`src/rtl/debounce_pulse_sched_pkg.sv`:
```
// Shared definitions for the debounce pulse scheduler: FSM encoding and
// default sizing of the request bank and sample tick.
package debounce_pulse_sched_pkg;

  // Grant FSM states: waiting for a request, or offering a command.
  typedef enum logic [0:0] {
    ST_IDLE  = 1'b0,
    ST_OFFER = 1'b1
  } state_e;

  localparam int TICK_DIV_DEF = 50000;
  localparam int TICK_W_DEF   = 16;
  localparam int N_REQ_DEF    = 4;
  localparam int ID_W_DEF     = 2;

endpackage : debounce_pulse_sched_pkg

```
`src/rtl/debounce_pulse_sched_tick_gen.sv`:
```
// Free-running divider producing the 1-cycle sample tick that paces the
// debouncer shift registers. Runs regardless of the grant FSM.
module debounce_pulse_sched_tick_gen
  import debounce_pulse_sched_pkg::*;
#(
  parameter int TICK_DIV = TICK_DIV_DEF,
  parameter int TICK_W   = TICK_W_DEF
) (
  input  logic clk_in,
  input  logic reset,
  output logic sample_tick
);

  localparam logic [TICK_W-1:0] LAST_CNT = TICK_W'(TICK_DIV - 1);

  logic [TICK_W-1:0] count_q;
  logic [TICK_W-1:0] count_d;
  logic              tick_q;
  logic              tick_d;

  // Next count wraps after TICK_DIV-1; the tick flop is loaded from the next
  // count so it is high exactly while the count sits at TICK_DIV-1.
  always_comb begin
    count_d = count_q;
    tick_d  = 1'b0;
    if (count_q == LAST_CNT) begin
      count_d = '0;
    end else begin
      count_d = count_q + 1'b1;
    end
    if (count_d == LAST_CNT) begin
      tick_d = 1'b1;
    end else begin
      tick_d = 1'b0;
    end
  end

  // Counter and tick registers.
  always_ff @(posedge clk_in or posedge reset) begin
    if (reset) begin
      count_q <= '0;
      tick_q  <= 1'b0;
    end else begin
      count_q <= count_d;
      tick_q  <= tick_d;
    end
  end

  assign sample_tick = tick_q;

endmodule : debounce_pulse_sched_tick_gen

```
`src/rtl/debounce_pulse_sched.sv`:
```
// Debounce pulse scheduler: paces the debouncer bank, latches one-shot press
// pulses as pending requests and grants them round-robin to one consumer
// over a valid/ready handshake.
module debounce_pulse_sched
  import debounce_pulse_sched_pkg::*;
#(
  parameter int N_REQ    = N_REQ_DEF,
  parameter int TICK_DIV = TICK_DIV_DEF,
  parameter int TICK_W   = TICK_W_DEF,
  parameter int ID_W     = ID_W_DEF
) (
  input  logic             clk_in,
  input  logic             reset,
  input  logic [N_REQ-1:0] pulse_in,
  output logic             sample_tick,
  output logic             cmd_valid,
  output logic [ID_W-1:0]  cmd_id,
  input  logic             cmd_ready,
  output logic [N_REQ-1:0] pending,
  output logic [N_REQ-1:0] overflow,
  input  logic             clr_overflow
);

  localparam logic [ID_W-1:0]  LAST_IDX = ID_W'(N_REQ - 1);
  localparam logic [N_REQ-1:0] ONE_HOT0 = {{(N_REQ-1){1'b0}}, 1'b1};

  // First set request searching last+1, last+2, ... modulo N_REQ, so the
  // most recently granted index gets the lowest priority.
  function automatic logic [ID_W-1:0] rr_pick(input logic [N_REQ-1:0] req,
                                              input logic [ID_W-1:0]  last);
    logic [ID_W-1:0] pick;
    logic [ID_W-1:0] idx;
    logic            found;
    pick  = '0;
    found = 1'b0;
    for (int k = 1; k <= N_REQ; k++) begin
      idx = ID_W'((int'(last) + k) % N_REQ);
      if (!found && req[idx]) begin
        pick  = idx;
        found = 1'b1;
      end else begin
        pick  = pick;
      end
    end
    return pick;
  endfunction

  state_e            state_q, state_d;
  logic              cmd_valid_q, cmd_valid_d;
  logic [ID_W-1:0]   cmd_id_q, cmd_id_d;
  logic [ID_W-1:0]   last_grant_q, last_grant_d;
  logic [N_REQ-1:0]  pending_q, pending_d;
  logic [N_REQ-1:0]  overflow_q, overflow_d;
  logic [N_REQ-1:0]  clr_mask_s;
  logic [N_REQ-1:0]  ovf_set_s;
  logic [ID_W-1:0]   pick_s;

  debounce_pulse_sched_tick_gen #(
    .TICK_DIV (TICK_DIV),
    .TICK_W   (TICK_W)
  ) u_tick_gen (
    .clk_in      (clk_in),
    .reset       (reset),
    .sample_tick (sample_tick)
  );

  assign pick_s = rr_pick(pending_q, last_grant_q);

  // Grant FSM plus pending/overflow bookkeeping. A pulse landing on the bit
  // being issued re-arms it (set beats clear) and is not an overflow.
  always_comb begin
    state_d      = state_q;
    cmd_valid_d  = cmd_valid_q;
    cmd_id_d     = cmd_id_q;
    last_grant_d = last_grant_q;
    clr_mask_s   = '0;
    case (state_q)
      ST_IDLE: begin
        if (pending_q != '0) begin
          cmd_id_d    = pick_s;
          clr_mask_s  = ONE_HOT0 << pick_s;
          cmd_valid_d = 1'b1;
          state_d     = ST_OFFER;
        end else begin
          state_d     = ST_IDLE;
        end
      end
      ST_OFFER: begin
        if (cmd_valid_q && cmd_ready) begin
          last_grant_d = cmd_id_q;
          cmd_valid_d  = 1'b0;
          state_d      = ST_IDLE;
        end else begin
          state_d      = ST_OFFER;
        end
      end
      default: begin
        cmd_valid_d = 1'b0;
        state_d     = ST_IDLE;
      end
    endcase

    ovf_set_s = pulse_in & pending_q & ~clr_mask_s;
    pending_d = (pending_q & ~clr_mask_s) | pulse_in;
    if (clr_overflow) begin
      overflow_d = ovf_set_s;
    end else begin
      overflow_d = overflow_q | ovf_set_s;
    end
  end

  // State, command and request registers.
  always_ff @(posedge clk_in or posedge reset) begin
    if (reset) begin
      state_q      <= ST_IDLE;
      cmd_valid_q  <= 1'b0;
      cmd_id_q     <= '0;
      last_grant_q <= LAST_IDX;
      pending_q    <= '0;
      overflow_q   <= '0;
    end else begin
      state_q      <= state_d;
      cmd_valid_q  <= cmd_valid_d;
      cmd_id_q     <= cmd_id_d;
      last_grant_q <= last_grant_d;
      pending_q    <= pending_d;
      overflow_q   <= overflow_d;
    end
  end

  assign cmd_valid = cmd_valid_q;
  assign cmd_id    = cmd_id_q;
  assign pending   = pending_q;
  assign overflow  = overflow_q;

endmodule : debounce_pulse_sched

```
`config.mk`:
```
export PLATFORM = sky130hd
export DESIGN_NAME = debounce_pulse_sched
export DESIGN_NICKNAME = d
export VERILOG_FILES = /design/src/rtl/debounce_pulse_sched_pkg.sv /design/src/rtl/debounce_pulse_sched_tick_gen.sv /design/src/rtl/debounce_pulse_sched.sv
export SDC_FILE = /design/constraint.sdc
export NUM_CORES = 1
export LEC_CHECK = 0
export ABC_AREA = 0
export CAP_MARGIN = 15
export CELL_PAD_IN_SITES_DETAIL_PLACEMENT = 1
export CELL_PAD_IN_SITES_GLOBAL_PLACEMENT = 2
export CORE_ASPECT_RATIO = 0.5
export CORE_UTILIZATION = 30
export DETAILED_ROUTE_END_ITERATION = 8
export HOLD_SLACK_MARGIN = 0.12
export PLACE_DENSITY = 0.76
export SYNTH_ARGS = -nofsm -noshare
export SYNTH_HDL_FRONTEND = slang
export SYNTH_SLANG_ARGS = --single-unit
```
`constraint.sdc`:
```
create_clock -name clk_in -period 1.95 [get_ports clk_in]
set_input_delay 0.585 -clock clk_in [delete_from_list [all_inputs] [get_ports clk_in]]
set_output_delay 0.585 -clock clk_in [all_outputs]
set_load 0.05 [all_outputs]
```
# Word level (Yosys, flattened, before mapping)
# Cells that the tools add are included.
[op_classes]
n_addsub = 5
order_cmp = 4
eq_ne = 4
shifts = 1
n_mux = 26
n_bitwise = 7
reduce_logical = 11
[op_table]
columns = ["operator", "count"]
rows = [
  ["equality test 16 bit, second input constant", 2],
  ["adder 16 x 1 -> 16 bit, second input constant", 1],
  ["two-way mux 16 bit", 1],
  ["AND 4 bit", 3],
  ["less-than comparator 2 x 3 -> 1 bit, second input constant", 4],
  ["two-way mux 1 bit", 12],
  ["two-way mux 4 bit", 3],
  ["binary-select mux 1 bit (select 2 bit)", 4],
  ["two-way mux 2 bit", 4],
  ["OR 4 bit", 2],
  ["AND reduction 2 bit", 3],
  ["adder 2 x 1 -> 2 bit, second input constant", 2],
  ["adder 2 bit, second input constant", 2],
  ["logical AND 1 bit", 4],
  ["NOT 4 bit", 1],
  ["one-hot mux 1 bit (2 select lines)", 2],
  ["nonzero test 4 bit", 1],
  ["<< shifter 1 x 2 -> 4 bit, first input constant", 1],
  ["zero test 1 bit", 3],
  ["!= test 2 x 1 -> 1 bit, second input constant", 1],
  ["!= test 2 bit, second input constant", 1],
  ["NOT 1 bit", 1],
]
[totals]
ff_bits = 31
in_bits = 8
wordCells = 66

# Longest topological paths before layout
# Gate-level depths: netlist of the first run.
[logic_depth]
word_depth = 20
ltp_mapped = 6
depth_no_buf = 6

# By module
# A second synthesis of the first run with hierarchy kept.
[hier_totals]
cells_unflattened = 160
area_unflattened_um2 = 1597.8
[by_module_without_submodules]
columns = ["mod", "n_inst", "cells_each", "area_each_um2", "seq_area_each_um2"]
rows = [
  ["debounce_pulse_sched_tick_gen", 1, 91, 902.1, 425.4],
  ["debounce_pulse_sched", 1, 69, 695.7, 352.8],
]

# Least setup slack after synthesis of the first run
# Ideal clock, no wire load.
[synth_timing]
path_type = "reg-to-reg"
startpoint = "register pending_q[3] (netlist: pending[3])"
endpoint = "register overflow_q[1] (netlist: overflow[1])"
arrival_time_ns = 1.642
t_required_ns = 1.828
slack_ns = 0.187
path_stages_with_launch = 6
path_buffers = 0
path_cell_list = "dfrtp_1 nor2b_1 a21oi_1 o221ai_1 nand2_1 a32o_1"
[synth_via]
elab_chain_len = 19
[synth_rtl]
columns = ["element", "line", "rtl"]
rows = [
  ["from (decl)", "debounce_pulse_sched.sv:52", "logic [N_REQ-1:0] pending_q, pending_d;"],
  ["from (signal assigned)", "debounce_pulse_sched.sv:126", "pending_q <= pending_d;"],
  ["binary-select mux 1 bit (select 2 bit)", "debounce_pulse_sched.sv:38", "if (!found && req[idx]) begin"],
  ["two-way mux 1 bit (not written as such)", "debounce_pulse_sched.sv:38", ""],
  ["two-way mux 1 bit", "debounce_pulse_sched.sv:38", ""],
  ["zero test 1 bit", "debounce_pulse_sched.sv:38", ""],
  ["logical AND 1 bit", "debounce_pulse_sched.sv:38", ""],
  ["two-way mux 1 bit", "debounce_pulse_sched.sv:38", ""],
  ["zero test 1 bit", "debounce_pulse_sched.sv:38", ""],
  ["logical AND 1 bit", "debounce_pulse_sched.sv:38", ""],
  ["[... 4 more ...]", "-", ""],
  ["<< shifter 1 x 2 -> 4 bit", "debounce_pulse_sched.sv:81", "clr_mask_s = ONE_HOT0 << pick_s;"],
  ["two-way mux 4 bit *", "debounce_pulse_sched.sv:79", "if (pending_q != '0) begin"],
  ["two-way mux 4 bit *", "debounce_pulse_sched.sv:77", "case (state_q)"],
  ["NOT 4 bit *", "debounce_pulse_sched.sv:103", "ovf_set_s = pulse_in & pending_q & ~clr_mask_s;"],
  ["AND 4 bit *", "debounce_pulse_sched.sv:103", ""],
  ["OR 4 bit", "debounce_pulse_sched.sv:108", "overflow_d = overflow_q | ovf_set_s;"],
  ["two-way mux 4 bit *", "debounce_pulse_sched.sv:105", "if (clr_overflow) begin"],
  ["via overflow_d[1]", "debounce_pulse_sched.sv:53", "logic [N_REQ-1:0] overflow_q, overflow_d;"],
  ["to (signal assigned)", "debounce_pulse_sched.sv:127", "overflow_q <= overflow_d;"],
  ["to (decl)", "debounce_pulse_sched.sv:53", ""],
]
# The timed path passes the listed nets; every way through them passes the cells marked *. The select of a mux whose other input is x is not followed.
# A chain may end at the register's enable or synchronous reset.

# Worst setup path after layout of the first run
[layout_timing]
startpoint = "register u_tick_gen.count_q[0]"
endpoint = "register u_tick_gen.tick_q (netlist: u_tick_gen.sample_tick)"
[layout_via]
elab_chain_len = 4
[layout_rtl]
columns = ["element", "line", "rtl"]
rows = [
  ["from (decl)", "debounce_pulse_sched_tick_gen.sv:16", "logic [TICK_W-1:0] count_q;"],
  ["from (signal assigned)", "debounce_pulse_sched_tick_gen.sv:44", "count_q <= count_d;"],
  ["adder 16 x 1 -> 16 bit / equality test 16 bit (equally long branches)", "debounce_pulse_sched_tick_gen.sv:29, debounce_pulse_sched_tick_gen.sv:26", ""],
  ["two-way mux 16 bit *", "debounce_pulse_sched_tick_gen.sv:26", "if (count_q == LAST_CNT) begin"],
  ["equality test 16 bit *", "debounce_pulse_sched_tick_gen.sv:31", "if (count_d == LAST_CNT) begin"],
  ["two-way mux 1 bit *", "debounce_pulse_sched_tick_gen.sv:31", ""],
  ["via u_tick_gen.tick_d", "debounce_pulse_sched_tick_gen.sv:19", "logic tick_d;"],
  ["to (signal assigned)", "debounce_pulse_sched_tick_gen.sv:45", "tick_q <= tick_d;"],
  ["to (decl)", "debounce_pulse_sched_tick_gen.sv:18", "logic tick_q;"],
]
# The timed path passes the listed nets; every way through them passes the cells marked *.

==> flow_summary_export.csv, run 1 <==
group,metric,value,unit
cells_and_area,mostFrequentLayoutCell,"dfrtp_1",
timing,setup_viol,0,
critical_path,path_class,"flip-flop to flip-flop",
drt,routed_wl,3390,µm
grt,overflow,0,
critical_path,worstPathMaxFanout,5,
cells_and_area,fin_nets,184,
die,rows,17,
logic_synthesis,ys_async_sr_fraction,100,%
clock_tree,worst_skew_pair.late_latency,0.28,ns
drt,drcViolationCount,0,
die,die_w,103,µm
clock_tree,cts_tree,"done",
logic_synthesis,synth_nets,153,
cells_and_area,final_cell_mix,"29 x dfrtp_1, 20 x nor2_1, 16 x buf_4, 12 x nand2_1, 8 x xor2_1",
die,start_util,32.9,%
clock_tree,cts_made_buffers,5,
cells_and_area,multiInputGateArea,711,µm²
logic_synthesis,syn_avg_cell_area,10.5,µm²
drt,wl_per_cell,14.0,µm
grt,grtUsageTotal,14.8,%
drt,first_pass_iters,3,
cells_and_area,fill_cells,531,
drt,ant_nets,0,
timing,finalSetupTns,0,ns
drt,wl_met3,126,µm
grt,grt_pass1_wl,5830,µm
drt,highest_layer,"met4",
die,ios,20,
clock_tree,cts_root_buf,"clkbuf_8",
place,hpwlAfterDp,2510,µm
power,p_leak,0.844,nW
timing,worst_pin_slew,0.478,ns
clock_tree,cts_max_level,2,
cells_and_area,regArea,778,µm²
critical_path,startpoint_type,"flip-flop",
timing,fmax,540,MHz
cells_and_area,drive_above_1_share,21.6,%
timing,hold_ws,0.502,ns
critical_path,arrival,2.08,ns
cells_and_area,layout.cells.non_filler,242,
critical_path,worst_setup_path_end_kind,"flip-flop",
place,placedCellCount,234,
timing,period_needed,1.85,ns
timing,hold_violations,0,
clock_tree,holdBufCountCts,0,
cells_and_area,diodes,0,
die,core_area,4620,µm²
clock_tree,cts.sinks,31,
logic_synthesis,yosysSeqAreaShare,51.2,%
cells_and_area,fin_util,42.5,%
timing,clock_skew,0.00595,ns
die,die_h,52.3,µm
timing,maxSlewHeadroom,67.7,%
drt,vias_per_cell,4.81,
logic_synthesis,synth-edff-count,0,
drt,met1_length,1600,µm
cells_and_area,area_delta_synth_final,29.1,%
die,die-area,5370,µm²
worst_hold_path,worst_hold_path_type,"flip-flop to flip-flop",
logic_synthesis,yosysWarnings,0,
logic_synthesis,ys_types,38,
logic_synthesis,syn_inst,144,
power,irDropWorstVdd,0.309,mV
logic_synthesis,synthFlopType,"dfrtp_1",
critical_path,slowest_delay,0.43,ns
power,powerDensity,908,nW/µm²
grt,antenna_found_initial,0,
critical_path,crit_required,2.18,ns
timing,rsz0062_at_grt,"false",
logic_synthesis,ys_ff_latch,31,
grt,grt_pass1_vias,1218,
grt,grt_max_degree,32,
place,place_congestion,0.712,
timing,period_share,95.0,%
clock_tree,cts_setup_buffers,0,
drt,vias,1164,
drt,wl_met2,1620,µm
critical_path,path_buf_inv,0,
critical_path,crit_family,"simple AND/OR/NAND/NOR gates",
clock_tree,clk_pin_slew_worst_paths,0.07,ns
drt,drt_iter0_drc,36,
place,io_buffers,19,
timing,finalMaxSlewViolations,0,
critical_path,r2r_slack,0.1,ns
clock_tree,cts_max_path_buffers,2,
job,cap_violations,0,
critical_path,critPathSlowestCell,"dfrtp_1",
logic_synthesis,synth.cell_area,1520,µm²
run_status,status,"complete, no violations",
critical_path,crit_path_cell_trace,"ha_1 > nand3_2 > nor4_4 > xnor2_1 > nor4_2 > o2111a_1",
==> where the power goes <==
part | switching, mW | leakage [nW] | internal [mW]
Combinational | 0.258 | 0.423 | 0.173
Clock | 0.235 | 0.0515 | 0.322
Sequential | 0.0694 | 0.370 | 0.723
==> state kept, by name (all words and copies together), names as in the netlist <==
register and cells:
cmd_id 2, state_q 1, last_grant_q 2, pending 4, u_tick_gen.count_q 16, cmd_valid 1
overflow 4, u_tick_gen.sample_tick 1
==> synth_stat cells, types with 2 or more instances <==
cell	n	area share, %
a21o_1	3	1.5
a21oi_1	3	0.99
a32o_1	3	2.0
dfrtp_1	29	48
dfstp_2	2	3.5
inv_1	5	1.2
mux2_2	3	2.2
mux2i_1	2	1.3
nand2_1	12	3.0
nand2b_1	6	2.5
nand3_1	6	2.0
nand4_1	3	1.2
nor2_1	20	4.9
nor2b_1	2	0.82
nor3_2	2	1.3
nor4_1	3	1.2
nor4_2	2	1.6
nor4b_1	2	1.2
o21ai_0	4	1.3
o2bb2ai_1	2	1.2
xnor2_1	6	3.5
xor2_1	8	4.6
==> metal layers <==
metal	vias to the layer above	GRT usage, %
li1	566	-
met1	578	18.6
met2	14	23.8
met3	6	5.20
met4	0	5.00
met5	-	0
==> metrics by stage <==
| step | area (µm²) | total power, mW | worst slack [ns] |
|---|---|---|---|
| floorplan | 1520 | 1.08 | 0.187 |
| global placement | 1850 | 1.23 | 0.229 |
| detailed placement | 1850 | 1.24 | 0.0632 |
| CTS | 1950 | 1.82 | 0.0225 |
| global route | 1960 | 1.87 | 0.0101 |
| finish | 1960 | 1.78 | 0.0966 |
==> worst reg2reg max path, delay by kind of cell, from the launching register on <==
family	cells	cell delay (ns)
simple gates	3	0.79
flops	1	0.43
fa+ha+maj	1	0.23
compound gates	1	0.20
xor+xnor	1	0.14
==> kinds of logic (layout without fill, tap and decap cells) <==
group / count (synthesis) / count (layout) / share of synthesized area, %
AO/OA/AOI/OAI: 20 / 20 / 9.64
XOR/XNOR: 14 / 14 / 8.07
adder cells (fa/ha/maj): 1 / 1 / 0.824
buffers and inverters: 8 / 40 / 2.55
flip-flops: 31 / 31 / 51.2
multiplexers: 5 / 5 / 3.54
AND/OR/NAND/NOR: 65 / 65 / 24.1
==> worst paths after layout <==
path	startpoint	cells after the start	end
max in group asynchronous	reset	3	last_grant_q[0]
hold / removal	overflow[2]	1	overflow[2]
setup / recovery	u_tick_gen.count_q[0]	6	u_tick_gen.sample_tick
hold reg to reg	overflow[2]	1	overflow[2]
min in group asynchronous	reset	3	u_tick_gen.count_q[11]
setup reg to reg	u_tick_gen.count_q[0]	6	u_tick_gen.sample_tick
==> final cells by class <==
cell class	instances	area share [%]
sequential	31	39.7
inverter	5	0.957
timing repair buffer	27	13.8
multi-input combinational	105	36.2
tap	66	4.21
clock buffer	8	5.11
==> what timing repair did <==
action | 4_1_cts | 5_1_grt
resized for setup | 0 | 1
endpoints found under the hold margin | 0 | 0
setup endpoints to repair | 0 | 1
No activity file was read; power rests on OpenSTA's default activity.
==> run 2: changes to the inputs <==
Settings changed: SLEW_MARGIN set to 10.
==> results of run 2 <==
No change in the layout: final DEF, timing and power equal those of run 1.
==> run 3: changes to the inputs <==
Settings changed: HOLD_SLACK_MARGIN 0.12 to unset, SKIP_CTS_REPAIR_TIMING set to 1.
Clock period 1.95 ns to 1.8 ns, I/O delays scaled along.
==> run 3 against run 2 <==
- die area unchanged
- register-to-register slack about the same
- largest cell class unchanged
- clock skew decreased by 0.0022 ns
- sequential share of layout area decreased by 2.3 points
- total power increased by 21%
- clock power increased by 29%
==> flow_summary_export.csv, run 3 (synthesis results as in run 1) <==
group,metric,value,unit
critical_path,slowest_delay,0.38,ns
power,finalPower,2.15,mW
grt,grt_pass1_wl,5920,µm
die,ios,20,
clock_tree,cts_root_buf,"clkbuf_8",
die,core_area,4620,µm²
timing,rsz0062_at_grt,"true",
timing,maxSlewHeadroom,75.7,%
critical_path,path_class,"flip-flop to flip-flop",
die,rows,17,
grt,grt_max_degree,19,
clock_tree,cts_made_buffers,5,
drt,ant_nets,0,
clock_tree,cts_max_level,2,
grt,antenna_found_initial,0,
place,place_congestion,0.726,
drt,drcViolationCount,0,
timing,finalMaxSlewViolations,0,
grt,overflow,0,
critical_path,r2r-end,"u_tick_gen.sample_tick",
timing,clock_skew,0.00379,ns
power,p_leak,0.900,nW
clock_tree,cts_tree,"done",
cells_and_area,top_register,"u_tick_gen.count_q",
drt,wl_per_cell,13.8,µm
critical_path,crit_family,"simple AND/OR/NAND/NOR gates",
drt,routed_wl,3410,µm
run_status,status,"complete, no violations",
clock_tree,clk_pin_slew_worst_paths,0.07,ns
grt,grtUsageTotal,14.7,%
timing,hold_violations,0,
cells_and_area,drive_above_1_share,26.4,%
timing,fmax,584,MHz
die,die-area,5370,µm²
critical_path,startpoint_type,"flip-flop",
clock_tree,worst_skew_pair.late_latency,0.28,ns
worst_hold_path,hold_path_depth,1,
cells_and_area,fill_cells,522,
cells_and_area,regArea,779,µm²
die,die_h,52.3,µm
worst_hold_path,worst_hold_path_type,"flip-flop to flip-flop",
cells_and_area,area_delta_synth_final,37.2,%
critical_path,crit_path_cell_trace,"buf_4 > nand4_1 > nor4_1 > xor2_1 > nor2_1 > o2111a_1",
grt,grt_pass1_vias,1258,
critical_path,r2r_slack,0.09,ns
power,irDropWorstVdd,0.376,mV
worst_hold_path,whs_endpoint,"overflow[2]",
drt,vias_per_cell,4.79,
timing,period_needed,1.71,ns
job,cap_violations,0,
drt,drt_iter0_drc,25,
cells_and_area,fin_nets,190,
timing,setup_viol,0,
cells_and_area,diodes,0,
critical_path,worst_setup_path_end_kind,"flip-flop",
clock_tree,cts_max_path_buffers,2,
timing,worst_pin_slew,0.361,ns
power,powerDensity,1030,nW/µm²
critical_path,path_buf_inv,1,
cells_and_area,postLayoutCellArea,2080,µm²
die,start_util,32.9,%
critical_path,arrival,1.88,ns
critical_path,worstPathMaxFanout,5,
place,hpwlAfterDp,2520,µm
clock_tree,cts.sinks,31,
critical_path,critPathSlowestCell,"nor4_1",
die,die_w,103,µm
drt,vias,1189,
cells_and_area,largest_reg_flops,16,
timing,period_share,95.1,%
drt,first_pass_iters,4,
critical_path,r2r.worst_path.cells,6,
cells_and_area,multiInputGateArea,719,µm²
critical_path,crit_required,1.97,ns
place,io_buffers,19,
cells_and_area,mostFrequentLayoutCell,"dfrtp_1",
worst_hold_path,worstHoldStart,"overflow[2]",
place,placed_cell_area,1930,µm²
cells_and_area,final_cell_mix,"28 x dfrtp_1, 20 x nor2_1, 18 x buf_4, 12 x nand2_1",
critical_path,r2r_start,"u_tick_gen.count_q[0]",
[run 3: through the flow]
stage | setup WS [ns] | cells | hold WS [ns] | TNS, ns | util [%]
final | 0.0873 | 248 | 0.504 | 0 | 45.1
after global routing | -0.0305 | 248 | 0.527 | -0.0305 | 45.1
after CTS | 0.0106 | 246 | 0.502 | 0 | 44.4
after detailed placement | 0.0400 | 238 | 0.485 | 0 | 41.9
after global placement | 0.0964 | 238 | 0.476 | 0 | 41.9
after floorplan | 0.0369 | 144 | 0.481 | 0 | -
[run 3: how the worst max path moves through the flow]
stage	start	end	slack, ns	cells past startpoint
after floorplan	pending[3]	overflow[1]	0.04	5
after global placement	u_tick_gen.count_q[0]	u_tick_gen.sample_tick	0.1	6
after detailed placement	u_tick_gen.count_q[0]	u_tick_gen.sample_tick	0.04	6
after CTS	u_tick_gen.count_q[0]	u_tick_gen.sample_tick	0.01	6
after global routing	u_tick_gen.count_q[1]	u_tick_gen.sample_tick	-0.03	6
final	u_tick_gen.count_q[0]	u_tick_gen.sample_tick	0.09	6
[run 3: report_power, final]
part | internal [mW] | total [mW] | switching, mW | leakage, nW
registers | 0.783 | 0.876 | 0.0934 | 0.370
clock network | 0.448 | 0.719 | 0.271 | 0.0612
logic | 0.264 | 0.551 | 0.287 | 0.470
total | 1.49 | 2.15 | 0.651 | 0.900
[run 3: layout make-up]
cell class              count  share of cell area [%]
clock buffers               6                    3.96
flip-flops and latches     31                    37.4
multi-input cells         105                    34.5
inverters                   5                   0.901
well taps                  66                    3.96
clock inverters             2                    1.68
repair buffers             33                    17.5
[run 3: metal layers]
metal | share of wire, % | global-route usage (%) | wire [µm]
met5 | 0 | 0 | 0
met4 | 1.0 | 5.00 | 35
met1 | 48 | 18.8 | 1650
met3 | 2.7 | 4.00 | 93
met2 | 48 | 24.3 | 1630
